File: src/rtl/icache.sv
// Direct-mapped instruction cache: combinational hit path, single outstanding line fill
// to instruction memory over the tagged-response bus.
//
// state | meaning
// IDLE  | no request pending; a miss on the fetch address starts one
// REQ   | LOAD offered to memory, waiting for the port and a nonzero response tag
// WAIT  | request accepted, waiting for the returning tag to match mem_tag
module icache #(
  parameter int NUM_LINES = 32,
  parameter int XLEN      = 32
) (
  input  logic            clock,
  input  logic            reset,
  input  logic [XLEN-1:0] proc2Icache_addr,
  output logic [63:0]     Icache2proc_data,
  output logic            Icache2proc_data_valid,
  input  logic            mem_busy,
  output logic [1:0]      proc2Imem_command,
  output logic [XLEN-1:0] proc2Imem_addr,
  input  logic [3:0]      Imem2proc_response,
  input  logic [63:0]     Imem2proc_data,
  input  logic [3:0]      Imem2proc_tag
);

  localparam int IDX_BITS = $clog2(NUM_LINES);
  localparam int TAG_BITS = XLEN - IDX_BITS - 3;

  localparam logic [1:0] BUS_NONE = 2'h0;
  localparam logic [1:0] BUS_LOAD = 2'h1;

  typedef enum logic [1:0] {
    S_IDLE = 2'd0,
    S_REQ  = 2'd1,
    S_WAIT = 2'd2
  } state_t;

  state_t                state_q, state_d;
  logic [XLEN-1:0]       miss_addr_q, miss_addr_d;
  logic [3:0]            mem_tag_q, mem_tag_d;
  logic [NUM_LINES-1:0]  valid_q, valid_d;
  logic [63:0]           data_q [NUM_LINES];
  logic [TAG_BITS-1:0]   tags_q [NUM_LINES];

  logic [IDX_BITS-1:0]   req_idx;
  logic [TAG_BITS-1:0]   req_tag;
  logic [IDX_BITS-1:0]   fill_idx;
  logic [TAG_BITS-1:0]   fill_tag;
  logic [XLEN-1:0]       line_addr;
  logic                  hit;
  logic                  fill;
  logic                  unused_addr_bits;

  assign req_idx   = proc2Icache_addr[IDX_BITS+2:3];
  assign req_tag   = proc2Icache_addr[XLEN-1:IDX_BITS+3];
  assign line_addr = {proc2Icache_addr[XLEN-1:3], 3'b000};
  assign fill_idx  = miss_addr_q[IDX_BITS+2:3];
  assign fill_tag  = miss_addr_q[XLEN-1:IDX_BITS+3];

  assign unused_addr_bits = ^proc2Icache_addr[2:0];

  // Hit path reads the arrays only, so it keeps serving while a fill is outstanding.
  assign hit                    = valid_q[req_idx] && (tags_q[req_idx] == req_tag);
  assign Icache2proc_data_valid = hit;
  assign Icache2proc_data       = data_q[req_idx];
  assign proc2Imem_addr         = miss_addr_q;

  always_comb begin
    state_d           = state_q;
    miss_addr_d       = miss_addr_q;
    mem_tag_d         = mem_tag_q;
    fill              = 1'b0;
    proc2Imem_command = BUS_NONE;

    unique case (state_q)
      S_IDLE: begin
        if (!hit) begin
          miss_addr_d = line_addr;
          state_d     = S_REQ;
        end
      end

      S_REQ: begin
        if (!mem_busy) begin
          proc2Imem_command = BUS_LOAD;
        end
        if (!mem_busy && (Imem2proc_response != 4'd0)) begin
          mem_tag_d = Imem2proc_response;
          state_d   = S_WAIT;
        end else if (hit) begin
          state_d = S_IDLE;
        end else begin
          // Nothing is in flight yet, so follow the fetch stage to its new line.
          miss_addr_d = line_addr;
        end
      end

      S_WAIT: begin
        if ((Imem2proc_tag == mem_tag_q) && (Imem2proc_tag != 4'd0)) begin
          fill    = 1'b1;
          state_d = S_IDLE;
        end
      end

      default: begin
        state_d = S_IDLE;
      end
    endcase
  end

  always_comb begin
    valid_d = valid_q;
    if (fill) begin
      valid_d[fill_idx] = 1'b1;
    end
  end

  always_ff @(posedge clock or negedge reset) begin
    if (!reset) begin
      state_q     <= S_IDLE;
      miss_addr_q <= '0;
      mem_tag_q   <= '0;
      valid_q     <= '0;
    end else begin
      state_q     <= state_d;
      miss_addr_q <= miss_addr_d;
      mem_tag_q   <= mem_tag_d;
      valid_q     <= valid_d;
    end
  end

  // Line storage is left unreset; the valid bits qualify every entry.
  always_ff @(posedge clock) begin
    if (fill) begin
      data_q[fill_idx] <= Imem2proc_data;
      tags_q[fill_idx] <= fill_tag;
    end
  end

endmodule
File: config.mk
export PLATFORM = sky130hd
export DESIGN_NAME = icache
export DESIGN_NICKNAME = d
export VERILOG_FILES = /design/src/rtl/icache.sv
export SDC_FILE = /design/constraint.sdc
export NUM_CORES = 2
export LEC_CHECK = 0
export CAP_MARGIN = 10
export CORE_AREA = 2 2 473 592
export CTS_CLUSTER_SIZE = 8
export DETAILED_ROUTE_END_ITERATION = 16
export DIE_AREA = 0 0 475 594
export DONT_BUFFER_PORTS = 1
export PLACE_DENSITY = 0.6
export SLEW_MARGIN = 5
export SYNTH_ARGS = -nofsm -noshare
export SYNTH_HDL_FRONTEND = slang
export SYNTH_SLANG_ARGS = --single-unit
File: constraint.sdc
create_clock -name clock -period 6.95 [get_ports clock]
set_input_delay 1.39 -clock clock [delete_from_list [all_inputs] [get_ports clock]]
set_output_delay 1.39 -clock clock [all_outputs]
set_load 0.01 [all_outputs]
# Word level (Yosys, flattened, before mapping)

Memories as Yosys holds them, arrays and structs flattened.
Index checks and enable logic that the tools add are counted.

Bits in latches: 0
Bits in read-only memories: 0
Bits of input ports: 107
RAM bits: 2816
Memories kept: 2
Logic and storage cells: 48
Output and inout bits: 99
Bits in registers: 70

Memories:

| name   | depth | width | read ports | clocked after memory_dff | write ports | line | RTL |
|---|---|---|---|---|---|---|---|
| data_q | 32    | 64    | 1          | 0                        | 1           | 41   | `logic [63:0] data_q [NUM_LINES];` |
| tags_q | 32    | 24    | 1          | 0                        | 1           | 42   | `logic [TAG_BITS-1:0] tags_q [NUM_LINES];` |

Divide/modulo/power cells: 0
Add/sub/neg operators: 0
Equality and inequality tests: 8
Reductions and logical operators: 12
Multipliers: 0
Bitwise operators: 1
Shift operators: 0
Order comparisons: 3
Multiplexer cells: 18

Operators by type and width:

| kind                                                                         | number |
|---|---|
| 32-bit two-way mux                                                           | 2 |
| 32-bit one-hot mux with 2 select lines                                       | 1 |
| 32-bit OR                                                                    | 1 |
| 24-bit equality test                                                         | 1 |
| 5-bit by 6-bit less-than comparator with 1-bit output, second input constant | 2 |
| 2-bit two-way mux                                                            | 5 |
| 4-bit nonzero test                                                           | 2 |
| 1-bit two-way mux                                                            | 7 |
| 2-bit inequality test, second input constant                                 | 3 |
| 2-bit one-hot mux with 3 select lines                                        | 1 |
| 1-bit binary-select mux with 5-bit select                                    | 1 |
| 1-bit demux with 5-bit select                                                | 1 |
| 5-bit by 1-bit >= comparator with 1-bit output, second input constant        | 1 |
| 4-bit equality test                                                          | 1 |
| 1-bit logical AND                                                            | 4 |
| 2-bit AND reduction                                                          | 2 |
| 3-bit inequality test, second input constant                                 | 1 |
| 3-bit AND reduction                                                          | 1 |
| 2-bit by 1-bit equality test with 1-bit output, second input constant        | 1 |
| 2-bit equality test, second input constant                                   | 1 |
| 2-bit logical NOT                                                            | 1 |
| 2-bit nonzero test                                                           | 1 |
| 1-bit logical NOT                                                            | 1 |

# Depth between registers and ports, before layout

Word-level depth: 6
Mapped depth: 16
Depth with buffers taken out: 9

# Worst setup path after synthesis

Ideal clock, no wire load.

Path type: input to register
From: input Imem2proc_tag[1]
To: register valid_q[24]
Data arrival time: 6534 ps
Buffers on the path: 0
Setup time: 88 ps
Required time: 6862 ps
Slack: 328 ps
Stages on the path: 7
Cell sequence: xor2_1 > nor4_1 > and3b_1 > nor2b_1 > nand3_1 > nor2_1 > or2_2

Cells in the longest elaborated chain, start to end: 4
Elaborated cells between the ends (all ways): 5
Those cells by class: 1 x eq/ne; 2 x mux; 2 x reduce/logical

RTL lines:

| what                                                      | line | RTL |
|---|---|---|
| from (decl)                                               | 22   | `input logic [3:0] Imem2proc_tag` |
| 4-bit equality test or 4-bit nonzero test (tied branches) | 98   | `if ((Imem2proc_tag == mem_tag_q) && (Imem2proc_tag != 4'd0)) begin` |
| 1-bit logical AND *                                       | 98   |  |
| 1-bit two-way mux *                                       | 98   |  |
| 1-bit two-way mux *                                       | 74   | `unique case (state_q)` |
| to (signal assigned)                                      | 127  | `valid_q <= valid_d;` |
| to (decl)                                                 | 40   | `logic [NUM_LINES-1:0] valid_q, valid_d;` |

Every way passes the cells marked *; elsewhere a longest branch is shown, timed or not.
A chain may end at the register's enable or synchronous reset.

# Final worst setup path

From: input proc2Icache_addr[4]
To: output Icache2proc_data_valid

Cells in the longest elaborated chain, start to end: 3
Elaborated cells between the ends (all ways): 5
Those cells by class: 1 x eq/ne; 2 x mux; 1 x reduce/logical; 1 x memory

RTL lines:

| what                                                                                 | line | RTL |
|---|---|---|
| from (decl)                                                                          | 14   | `input logic [XLEN-1:0] proc2Icache_addr,` |
| memory read 32 x 24 bit or 1-bit binary-select mux with 5-bit select (tied branches) | n/a  |  |
| 24-bit equality test or 1-bit two-way mux (tied branches)                            | 62   | `assign hit = valid_q[req_idx] && (tags_q[req_idx] == req_tag);` |
| 1-bit logical AND *                                                                  | 62   |  |
| to (decl)                                                                            | 16   | `output logic Icache2proc_data_valid,` |

Every way passes the cells marked *; elsewhere a longest branch is shown, timed or not. The select of a mux whose other input is x is not followed.

==> results.md <==
* Status: finished with violations
* Failing checks: slew limit, setup timing
* Routed WL at 279,200 µm
* TritonCTS clock tree: built
* Critical R2R Launch: tags_q[23][18]
* Leading area contributor after synthesis: edfxtp_1
* Total GRT Usage at 19.73%
* Cts hold-fix bufs at 0
* Pleak at 39.50 nW
* Ratio of cells with drive above 1 in the final layout at 30.95%
* Slowest CP cell: mux2_2
* Synth area leaders: edfxtp_1 77%, mux4_2 17%, dfrtp_1 1.5%, mux2i_1 0.92%, mux2_2 0.61%
* Worst Hold Class: in2async
* Logic pwr share at 5.1%
* Fill cell total of the finished layout at 22,424
* Worst-path clk slew at 60 ps
* Via count at 49,768
* Root Driver: clkbuf_16
* 1st-iter DRT viols at 5,023
* Maxcap violations at 0
* Final setup violating endpoints at 1
* CTS sink cnt at 2,883
* Die X at 475 µm
* Setup TNS at -72.50 ps
* DR WL/cell at 32.37 µm
* Die H at 594 µm
* Via density at 5.770
* Avg Cell Area, Syn at 24.36 µm²
* Min Tclk post-route at 7022 ps
* Sequential Power Share at 51.5%
* Post-Syn Instances at 4,524
* Worst-Skew Late Latency at 880 ps
* Synth Register Bits at 2,883
* Synth Cell Area at 0.1102 mm²
* Sw Share at 21.09%
* # rows at 216
* CP Cell Sequence: mux2_2 > a22oi_1 > a21o_1 > o2111ai_1 > xor2_1 > a2111oi_0 > buf_4 > and4_1 > and2_1
* Pin count of the biggest net entering global routing at 691
* Drt drc at 0
* DP HPWL at 130,500 µm
* CP Launch Type: input port
* CP peak stage delay at 890 ps
* Async set or reset register ratio after synthesis at 2.324%
* Gates resized, CTS repair at 0
* Number of global-route vias before repair at 52,928
* Reg2Reg Depth at 10
* Most common cell after layout, fill and taps aside: edfxtp_1
* Multi-input logic area at 0.02302 mm²
* Final period utilization at 101.0%
* Pre-antenna DRT Iters at 5
* Critical path capture point type: primary output
* Max Buffers Root-to-Sink at 4
* PD cells at 314.7 mW/mm²
* Post-CTS Setup Inserts at 0
* Clk pwr share at 43.4%
* Worst vdd ir at 0.1900 mV
* Global route overflow at 0
* Ys flop type: edfxtp_1
* Clock Skew at 48.20 ps
* CTS Buf Count at 402
* I/O Pins at 206
* Final Max Tran Viols at 374
* Initial antenna violation count at 7
* CP Data Arrival Time at 5630 ps
* Layout area overhead at 14.62%
* Sequential area share after synthesis at 78.26%
* Htree depth at 5
* WP data required at 5560 ps
* Slew HR at -51.43%
* Full die area at 0.2822 mm²
* Initial Util at 39.86%
* Final worst setup slack at -72.50 ps
* Final Hold Viols at 0
* Internal power at 31.36 mW
* RSZ-0062 raised after global routing: false
* Commonest non-fill, non-tap cells in the layout: 2,816 x edfxtp_1, 810 x mux4_2, 411 x clkbuf_16
* Worst reg2reg endpoint: proc2Imem_addr[11]
* Synth warnings at 0
* CP Max Fanout at 690
* Gpl congestion at 0.7388
* Final hold slack at 212.3 ps
* Antenna Nets Post-Route at 0
* Total Nets Final at 4,926
* Core region area at 0.2765 mm²
* WS Path Type: in2out
* Share of the synthesized area in the top cell type at 76.74%
* Synth cell types at 67
* FF/Latch Area at 0.08624 mm²
* I/O Buffers at 0
* Worst Tran Pin Value at 2271 ps
* Max Fclk at 142.4 MHz
* Post-synth EDFFs at 2,816
* Global-route wire length before repair at 395,200 µm
* Register-to-register setup slack at 2990 ps
* Psw at 8.384 mW
-- metrics by stage --
stage	area [µm²]	setup WS [ps]	utilization (%)	power, mW	cells
global route	126300	261.4	45.68	40.89	8625
floorplan	110200	327.8	-	21.99	4527
detailed placement	115400	433.6	41.73	22.73	8116
finish	126300	-72.50	45.68	39.75	8626
CTS	126200	429.8	45.63	39.98	8619
global placement	115400	517.5	41.73	22.65	8116
-- Yosys cell counts, drive strengths merged, types with 14 or more instances --
master and count:
clkbuf 83, dfrtp 67, a22oi 35, mux2i 101, mux4 812, a21oi 18, nor2 46, buf 150
nand2 107, edfxtp 2816, or2 35, xor2 20, nand3 19, nor2b 14, mux2 89
-- flip-flops by register name, indices dropped and copies added, names as in the netlist --
register	count
mem_tag_q	4
proc2Imem_addr	29
data_q	2048
tags_q	768
valid_q	32
state_q	2
-- cell families after synthesis --
| logic type | count (synthesis) | synth area share (%) |
|---|---|---|
| AO/OA/AOI/OAI | 109 | 0.7210 |
| XOR/XNOR | 32 | 0.2543 |
| buffers and inverters | 235 | 1.089 |
| flip-flops | 2883 | 78.26 |
| multiplexers | 1002 | 18.53 |
| other | 1 | 0.003403 |
| AND/OR/NAND/NOR | 262 | 1.146 |
-- worst max-delay path: cells and delay by family --
| kind | cells | cell delay (ps) |
|---|---|---|
| buf+inv | 1 | 210 |
| compound gates | 4 | 1150 |
| xor+xnor | 1 | 310 |
| simple gates | 2 | 640 |
| mux | 1 | 890 |
-- area by class of cell --
class | count | share of cell area (%)
Timing Repair Buffer | 121 | 1.280
Inverter | 2 | 0.01189
Clock buffer | 489 | 8.375
Multi-Input combinational cell | 1409 | 18.22
Antenna cell | 2 | 0.003963
Sequential cell | 2883 | 68.28
Tap cell | 3706 | 3.671
Clock inverter | 14 | 0.1535
-- worst max-delay path by stage --
stage,from,end,slack [ps]
floorplan,Imem2proc_tag[1],valid_q[24],330
global placement,proc2Icache_addr[3],Icache2proc_data_valid,520
detailed placement,proc2Icache_addr[3],Icache2proc_data_valid,430
CTS,proc2Icache_addr[3],Icache2proc_data_valid,430
global route,proc2Icache_addr[3],Icache2proc_data_valid,260
finish,proc2Icache_addr[4],Icache2proc_data_valid,-70
-- power by group through the flow --
stage,sequential [mW],clock [mW],combinational (mW)
after CTS,20.6,17.6,1.79
after global placement,20.9,0,1.76
after global routing,20.5,18.3,2.13
after floorplan,20.7,0,1.24
final,20.5,17.3,2.01
after detailed placement,20.9,0,1.79
-- per-layer routing --
metal	part of all wire, %	global-route usage, %	vias up
met4	2.1	5.017	2
met1	40	25.93	27659
met2	51	33.45	1771
met5	0.0047	0	-
met3	7.3	4.104	417
li1	-	-	19919
No activity file was read; power rests on OpenSTA's default activity.
